**src/rtl/window_buffer_ctrl_if.sv**
```systemverilog
// Port bundle for the MP2 synthesis V-buffer sequencer: control pulses, V stream in,
// U stream out and the single-port window buffer RAM.
interface window_buffer_ctrl_if #(
    parameter int DATA_W = 16,
    parameter int ADDR_W = 10
);
    logic              start_i;
    logic              clear_i;
    logic              busy_o;
    logic              done_o;
    logic [DATA_W-1:0] v_data_i;
    logic              v_valid_i;
    logic              v_ready_o;
    logic [DATA_W-1:0] u_data_o;
    logic [8:0]        u_index_o;
    logic              u_valid_o;
    logic              u_ready_i;
    logic [ADDR_W-1:0] ram_address_o;
    logic [DATA_W-1:0] ram_data_o;
    logic              ram_write_en_o;
    logic [DATA_W-1:0] ram_data_i;

    modport slave (
        input  start_i, clear_i, v_data_i, v_valid_i, u_ready_i, ram_data_i,
        output busy_o, done_o, v_ready_o, u_data_o, u_index_o, u_valid_o,
               ram_address_o, ram_data_o, ram_write_en_o
    );

    modport master (
        output start_i, clear_i, v_data_i, v_valid_i, u_ready_i, ram_data_i,
        input  busy_o, done_o, v_ready_o, u_data_o, u_index_o, u_valid_o,
               ram_address_o, ram_data_o, ram_write_en_o
    );
endinterface

```
**src/rtl/window_buffer_ctrl.sv**
```systemverilog
// MP2 synthesis filterbank V-buffer sequencer: rotates the circular offset, writes 64 V
// values per slot, then streams the 512 windowing U values in ISO 11172-3 order.
module window_buffer_ctrl #(
    parameter int DATA_W = 16,
    parameter int ADDR_W = 10,
    parameter int V_BLK  = 64
) (
    input  logic                clock,
    input  logic                resetn,
    window_buffer_ctrl_if.slave bus
);

    localparam logic [8:0] LAST_U = 9'd511;

    typedef enum logic [2:0] {
        IDLE,
        CLEAR,
        WRITE,
        READ,
        FINISH
    } state_t;

    state_t            state_q;
    logic [ADDR_W-1:0] offset_q;
    logic [ADDR_W-1:0] count_q;
    logic              busy_q;
    logic              done_q;
    logic              vReady_q;

    logic [9:0]        issueN_q;
    logic              inFlight_q;
    logic [8:0]        inFlightIdx_q;
    logic [DATA_W-1:0] skidData_q [2];
    logic [8:0]        skidIdx_q  [2];
    logic [1:0]        skidCount_q;

    logic              vWrite;
    logic              headValid;
    logic [DATA_W-1:0] headData;
    logic [8:0]        headIdx;
    logic              pop;
    logic              issue;
    logic [1:0]        occupancy;
    logic [ADDR_W-1:0] vIndex;

    // An empty skid buffer lets the word arriving from RAM go straight to the consumer.
    always_comb begin
        vWrite    = vReady_q & bus.v_valid_i;
        headValid = (skidCount_q != 2'd0) | inFlight_q;
        headData  = (skidCount_q != 2'd0) ? skidData_q[0] : bus.ram_data_i;
        headIdx   = (skidCount_q != 2'd0) ? skidIdx_q[0] : inFlightIdx_q;
        pop       = headValid & bus.u_ready_i;
        occupancy = skidCount_q + {1'b0, inFlight_q};
        issue     = (state_q == READ) && !issueN_q[9] && (occupancy < (pop ? 2'd3 : 2'd2));
        vIndex    = ADDR_W'({issueN_q[8:6], 7'd0}) + ADDR_W'(issueN_q[4:0])
                  + (issueN_q[5] ? ADDR_W'(96) : '0);
    end

    always_comb begin
        bus.ram_address_o = '0;
        bus.ram_data_o    = '0;
        case (state_q)
            CLEAR: bus.ram_address_o = count_q;
            WRITE: begin
                bus.ram_address_o = offset_q + count_q;
                bus.ram_data_o    = bus.v_data_i;
            end
            READ:    bus.ram_address_o = offset_q + vIndex;
            default: bus.ram_address_o = '0;
        endcase
    end

    assign bus.ram_write_en_o = (state_q == CLEAR) | vWrite;
    assign bus.busy_o         = busy_q;
    assign bus.done_o         = done_q;
    assign bus.v_ready_o      = vReady_q;
    assign bus.u_valid_o      = headValid;
    assign bus.u_data_o       = headValid ? headData : '0;
    assign bus.u_index_o      = headValid ? headIdx : '0;

    always_ff @(posedge clock or negedge resetn) begin
        if (!resetn) begin
            state_q       <= IDLE;
            offset_q      <= '0;
            count_q       <= '0;
            busy_q        <= 1'b0;
            done_q        <= 1'b0;
            vReady_q      <= 1'b0;
            issueN_q      <= '0;
            inFlight_q    <= 1'b0;
            inFlightIdx_q <= '0;
            skidData_q[0] <= '0;
            skidData_q[1] <= '0;
            skidIdx_q[0]  <= '0;
            skidIdx_q[1]  <= '0;
            skidCount_q   <= '0;
        end else begin
            inFlight_q <= issue;
            if (issue) begin
                inFlightIdx_q <= issueN_q[8:0];
                issueN_q      <= issueN_q + 10'd1;
            end

            if (pop) begin
                if (skidCount_q != 2'd0) begin
                    skidData_q[0] <= skidData_q[1];
                    skidIdx_q[0]  <= skidIdx_q[1];
                    if (inFlight_q) begin
                        if (skidCount_q == 2'd1) begin
                            skidData_q[0] <= bus.ram_data_i;
                            skidIdx_q[0]  <= inFlightIdx_q;
                        end else begin
                            skidData_q[1] <= bus.ram_data_i;
                            skidIdx_q[1]  <= inFlightIdx_q;
                        end
                    end else begin
                        skidCount_q <= skidCount_q - 2'd1;
                    end
                end
            end else if (inFlight_q) begin
                if (skidCount_q == 2'd0) begin
                    skidData_q[0] <= bus.ram_data_i;
                    skidIdx_q[0]  <= inFlightIdx_q;
                end else begin
                    skidData_q[1] <= bus.ram_data_i;
                    skidIdx_q[1]  <= inFlightIdx_q;
                end
                skidCount_q <= skidCount_q + 2'd1;
            end

            case (state_q)
                IDLE: begin
                    if (bus.clear_i) begin
                        state_q <= CLEAR;
                        busy_q  <= 1'b1;
                        count_q <= '0;
                    end else if (bus.start_i) begin
                        state_q  <= WRITE;
                        busy_q   <= 1'b1;
                        vReady_q <= 1'b1;
                        offset_q <= offset_q - ADDR_W'(V_BLK);
                        count_q  <= '0;
                    end
                end
                CLEAR: begin
                    count_q <= count_q + ADDR_W'(1);
                    if (count_q == '1) begin
                        offset_q <= '0;
                        state_q  <= FINISH;
                        done_q   <= 1'b1;
                    end
                end
                WRITE: begin
                    if (vWrite) begin
                        count_q <= count_q + ADDR_W'(1);
                        if (count_q == ADDR_W'(V_BLK - 1)) begin
                            state_q  <= READ;
                            vReady_q <= 1'b0;
                            issueN_q <= '0;
                        end
                    end
                end
                READ: begin
                    if (pop && headIdx == LAST_U) begin
                        state_q <= FINISH;
                        done_q  <= 1'b1;
                    end
                end
                FINISH: begin
                    state_q <= IDLE;
                    busy_q  <= 1'b0;
                    done_q  <= 1'b0;
                end
                default: state_q <= IDLE;
            endcase
        end
    end

endmodule

```
**src/flat_wrapper.sv**
```systemverilog
// flat-port wrapper written by rule: the top's interface ports become plain ports
module window_buffer_ctrl_flat 
#(
    parameter int DATA_W = 16,
    parameter int ADDR_W = 10,
    parameter int V_BLK  = 64
)
  (clock, resetn, bus_start_i, bus_clear_i, bus_v_data_i, bus_v_valid_i, bus_u_ready_i, bus_ram_data_i, bus_busy_o, bus_done_o, bus_v_ready_o, bus_u_data_o, bus_u_index_o, bus_u_valid_o, bus_ram_address_o, bus_ram_data_o, bus_ram_write_en_o);
  window_buffer_ctrl_if #(.DATA_W(DATA_W), .ADDR_W(ADDR_W)) bus_i ();
  input  logic clock;
  input  logic resetn;
  input wire logic [$bits(bus_i.start_i)-1:0] bus_start_i;
  input wire logic [$bits(bus_i.clear_i)-1:0] bus_clear_i;
  input wire logic [$bits(bus_i.v_data_i)-1:0] bus_v_data_i;
  input wire logic [$bits(bus_i.v_valid_i)-1:0] bus_v_valid_i;
  input wire logic [$bits(bus_i.u_ready_i)-1:0] bus_u_ready_i;
  input wire logic [$bits(bus_i.ram_data_i)-1:0] bus_ram_data_i;
  output wire logic [$bits(bus_i.busy_o)-1:0] bus_busy_o;
  output wire logic [$bits(bus_i.done_o)-1:0] bus_done_o;
  output wire logic [$bits(bus_i.v_ready_o)-1:0] bus_v_ready_o;
  output wire logic [$bits(bus_i.u_data_o)-1:0] bus_u_data_o;
  output wire logic [$bits(bus_i.u_index_o)-1:0] bus_u_index_o;
  output wire logic [$bits(bus_i.u_valid_o)-1:0] bus_u_valid_o;
  output wire logic [$bits(bus_i.ram_address_o)-1:0] bus_ram_address_o;
  output wire logic [$bits(bus_i.ram_data_o)-1:0] bus_ram_data_o;
  output wire logic [$bits(bus_i.ram_write_en_o)-1:0] bus_ram_write_en_o;
  assign bus_i.start_i = bus_start_i;
  assign bus_i.clear_i = bus_clear_i;
  assign bus_i.v_data_i = bus_v_data_i;
  assign bus_i.v_valid_i = bus_v_valid_i;
  assign bus_i.u_ready_i = bus_u_ready_i;
  assign bus_i.ram_data_i = bus_ram_data_i;
  assign bus_busy_o = bus_i.busy_o;
  assign bus_done_o = bus_i.done_o;
  assign bus_v_ready_o = bus_i.v_ready_o;
  assign bus_u_data_o = bus_i.u_data_o;
  assign bus_u_index_o = bus_i.u_index_o;
  assign bus_u_valid_o = bus_i.u_valid_o;
  assign bus_ram_address_o = bus_i.ram_address_o;
  assign bus_ram_data_o = bus_i.ram_data_o;
  assign bus_ram_write_en_o = bus_i.ram_write_en_o;
  window_buffer_ctrl #(.DATA_W(DATA_W), .ADDR_W(ADDR_W), .V_BLK(V_BLK)) u_core (.clock(clock), .resetn(resetn), .bus(bus_i));
endmodule
```
**config.mk**
```make
export PLATFORM = sky130hd
export DESIGN_NAME = window_buffer_ctrl_flat
export DESIGN_NICKNAME = d
export VERILOG_FILES = /design/src/rtl/window_buffer_ctrl_if.sv /design/src/rtl/window_buffer_ctrl.sv /design/src/flat_wrapper.sv
export SDC_FILE = /design/constraint.sdc
export NUM_CORES = 1
export LEC_CHECK = 0
export CORE_MARGIN = 2
export CORE_UTILIZATION = 45
export CTS_BUF_LIST = sky130_fd_sc_hd__clkbuf_4
export CTS_CLUSTER_SIZE = 40
export DETAILED_ROUTE_END_ITERATION = 8
export HOLD_SLACK_MARGIN = 0.08
export PLACE_DENSITY = 0.81
export SLEW_MARGIN = 10
export SYNTH_ARGS = -nofsm -noshare
export SYNTH_HDL_FRONTEND = slang
export SYNTH_SLANG_ARGS = --single-unit
```
**constraint.sdc**
```tcl
create_clock -name clock -period 4.6 [get_ports clock]
set_input_delay 1.15 -clock clock [delete_from_list [all_inputs] [get_ports clock]]
set_output_delay 1.15 -clock clock [all_outputs]
set_load 0.02 [all_outputs]
```
==> metrics.md <==
| Metric | Value |
|---|---|
| Min-delay src | `u_core.skidIdx_q[6]$_DFFE_PN0P_` |
| Slowest Stage Delay on Critical Path | `780 ps` |
| Pwr dens | `574 mW/mm²` |
| Syn nets | `615` |
| Critical Path End Type | `output pin` |
| Nets | `696` |
| Slew Viols, Final | `0` |
| Post-Syn Instances | `563` |
| Core Region | `0.0116 mm²` |
| Mapped Area | `0.00539 mm²` |
| Avg Inst Size Synth | `9.58 µm²` |
| Buffer and inverter count on the worst path | `1` |
| Largest net degree at the start of global routing | `76` |
| RePlAce Congestion | `0.883` |
| Relative slew slack | `35.9%` |
| Critical Path Source | `u_core.state_q[0]$_DFFE_PN0P_` |
| Antenna diodes | `0` |
| Worst-Skew Late Latency | `450 ps` |
| Unique cell type count in the Yosys netlist | `69` |
| Worst-path cell chain | `nand2b_1, a21oi_1, nand2_1, o21ai_0, clkdlybuf4s50_1` |
| Clk_skew | `22.1 ps` |
| Hold crit path type | `register to register` |
| Initial Util | `46.6%` |
| WL final | `12,700 µm` |
| Total CTS buffers | `9` |
| Crit Path Max Fanout | `19` |
| Post-Place Setup Slack | `961 ps` |
| Post-CTS setup buffers | `0` |
| Async S/R FF share, synth | `100%` |
| Yosys synthesis warning count | `0` |
| Critical Path Source Type | `register` |
| Clk slew on worst S/H paths | `150 ps` |
| Maximum vdd drop | `0.213 mV` |
| Share of cells above drive strength 1 | `11.9%` |
| DRC | `0` |
| Top delay family on crit path | `flip-flops` |
| CTS tree | `yes` |
| Worst Path Arrival | `3000 ps` |
| WL/cell | `16.0 µm` |
| Number of fill cells | `1,042` |
| Htree depth | `3` |
| Port Buffers | `93` |
| Sink Count | `92` |
| Ports | `94` |
| Via count | `4,500` |
| Flop and latch count out of synthesis | `92` |
| Maxcap violations | `0` |
| Post-synth top area cell | `dfrtp_1` |
| GR Util All Layers | `20.3%` |
| Initial antenna violation count | `0` |
| # setup viols final | `0` |
| Post-synth EDFFs | `0` |
| Root Driver | `clkbuf_4` |
| Critical path's slowest cell | `dfrtp_1` |
| First-pass GRT wire length | `21,400 µm` |
| Final setup TNS | `0 ps` |
| Ys flop type | `dfrtp_1` |
| CTS Hold Bufs | `0` |
| Iteration-0 DRC Markers | `360` |
| Die area | `0.0129 mm²` |
| Worst slew pin tran | `961 ps` |
| Non-Filler Instances | `792` |
| DR vias/cell | `5.68` |
| # resized after CTS | `0` |
| Min cycle time layout | `4150 ps` |
| Die width | `113 µm` |
| Final worst setup slack | `452 ps` |
| Reg2reg start | `u_core.state_q[1]$_DFFE_PN0P_` |
| Die height | `113 µm` |
| Maximum root-to-sink buffer count | `2` |
| Antenna-violating nets left | `0` |
| Top cell type's share of synthesized area | `42.7%` |
| Post-route cell area | `0.00651 mm²` |
| DP Area | `0.00639 mm²` |
| Critical Path RT | `3450 ps` |
| RSZ-0062 raised after global routing | `no` |
| Commonest cells after routing, fill and taps aside | `clkdlybuf4s50_1, dfrtp_1, nand2_1, a21oi_1, o21ai_0` |
| Router iterations before antenna repair | `5` |
| Inst Count DP | `776` |
| Global route total overflow | `0` |
| Fin. Hold Viols | `0` |
| Largest cells by area after synthesis | `dfrtp_1, mux2_2, mux2i_1, a21oi_1, o21ai_0` |
| Sequential share of the synthesized area | `42.7%` |
| Period utilisation layout | `90.2%` |
| DP Wirelength | `9160 µm` |
| Cell row count | `39` |
| CP Class | `register to output pin` |
| Status | `completed` |
| Vias in the first global route | `4,441` |
| P&R area growth vs syn | `20.7%` |
| Max Fclk | `0.241 GHz` |
| Final Power | `3.73 mW` |
| Pleak | `2.83 nW` |
==> synth_stat cells (all sizes together), types with 2 or more instances <==
cell,number
a22o,7
xor2,2
buf,16
mux2i,34
a221oi,2
and3b,2
nand2,53
or4,4
nor3,6
o211ai,3
or3,4
nand4b,2
or2,4
a311oi,2
and2,19
a211oi,4
a21o,4
o21a,3
nand4,4
clkbuf,13
and4,3
o21bai,4
a31oi,2
nor2b,3
dfrtp,92
inv,38
o21ai,40
o31ai,5
and3,4
a21oi,50
xnor2,5
nand2b,10
nand3b,5
nor3b,5
nor2,38
mux2,35
ha,14
nand3,8
==> metal layers <==
layer	share of wire, %	GRT usage, %
met1	45	27.5
met2	47	33.5
met3	6.3	4.04
met4	1.3	5.93
met5	0	0
==> area by class of cell <==
type / count / area (µm²) / share of cell area, %
well taps: 143 / 179 / 2.75
multi-input cells: 404 / 2790 / 42.9
inverters: 38 / 143 / 2.19
flip-flops and latches: 92 / 2300 / 35.4
clock buffers: 10 / 75.1 / 1.15
repair buffers: 99 / 973 / 15.0
clock inverters: 6 / 41.3 / 0.635
==> sequential cells by signal, summed over array words and instances (netlist names), 2 cells and up <==
register / count
u_core.skidIdx_q: 18
u_core.inFlightIdx_q: 9
u_core.state_q: 3
u_core.skidData_q: 32
u_core.offset_q: 4
u_core.skidCount_q: 2
u_core.count_q: 10
u_core.issueN_q: 10
==> cells by family (layout without fill, tap and decap cells) <==
group	Yosys count	count (layout)	synth area share (%)
simple gates	178	178	17.9
compound gates	136	136	15.8
flops	92	92	42.7
mux	69	69	13.6
buf+inv	67	153	5.57
fa+ha+maj	14	14	3.25
xor+xnor	7	7	1.14
==> worst paths after layout <==
check,end,slack [ps],depth (start not counted)
min reg2reg,u_core.skidIdx_q[6]$_DFFE_PN0P_,520,1
max in group asynchronous,u_core.skidData_q[13]$_DFFE_PN0P_,2930,2
max,bus_ram_address_o[3],450,5
min,u_core.skidIdx_q[6]$_DFFE_PN0P_,520,1
min in group asynchronous,u_core.skidData_q[2]$_DFFE_PN0P_,830,1
max reg2reg,u_core.issueN_q[9]$_DFF_PN0_,2210,4
==> worst reg2reg max path, delay by kind of cell, from the launching register on <==
kind             cells  cell delay, ps
DFF                  1             770
and+or+nand+nor      4            1480
==> power by group <==
group	internal, mW	switching, mW	leakage (nW)
Clock	0.116	0.271	0.0584
Combinational	0.894	1.01	1.66
Sequential	1.13	0.316	1.11
==> stage by stage <==
stage / hold slack (ps) / util [%]
final: 522 / 56.3
after global routing: 534 / 56.3
after CTS: 527 / 56.3
after detailed placement: 496 / 55.3
after global placement: 468 / 55.3
after floorplan: 457 / -
(Power assumes the default switching activity.)
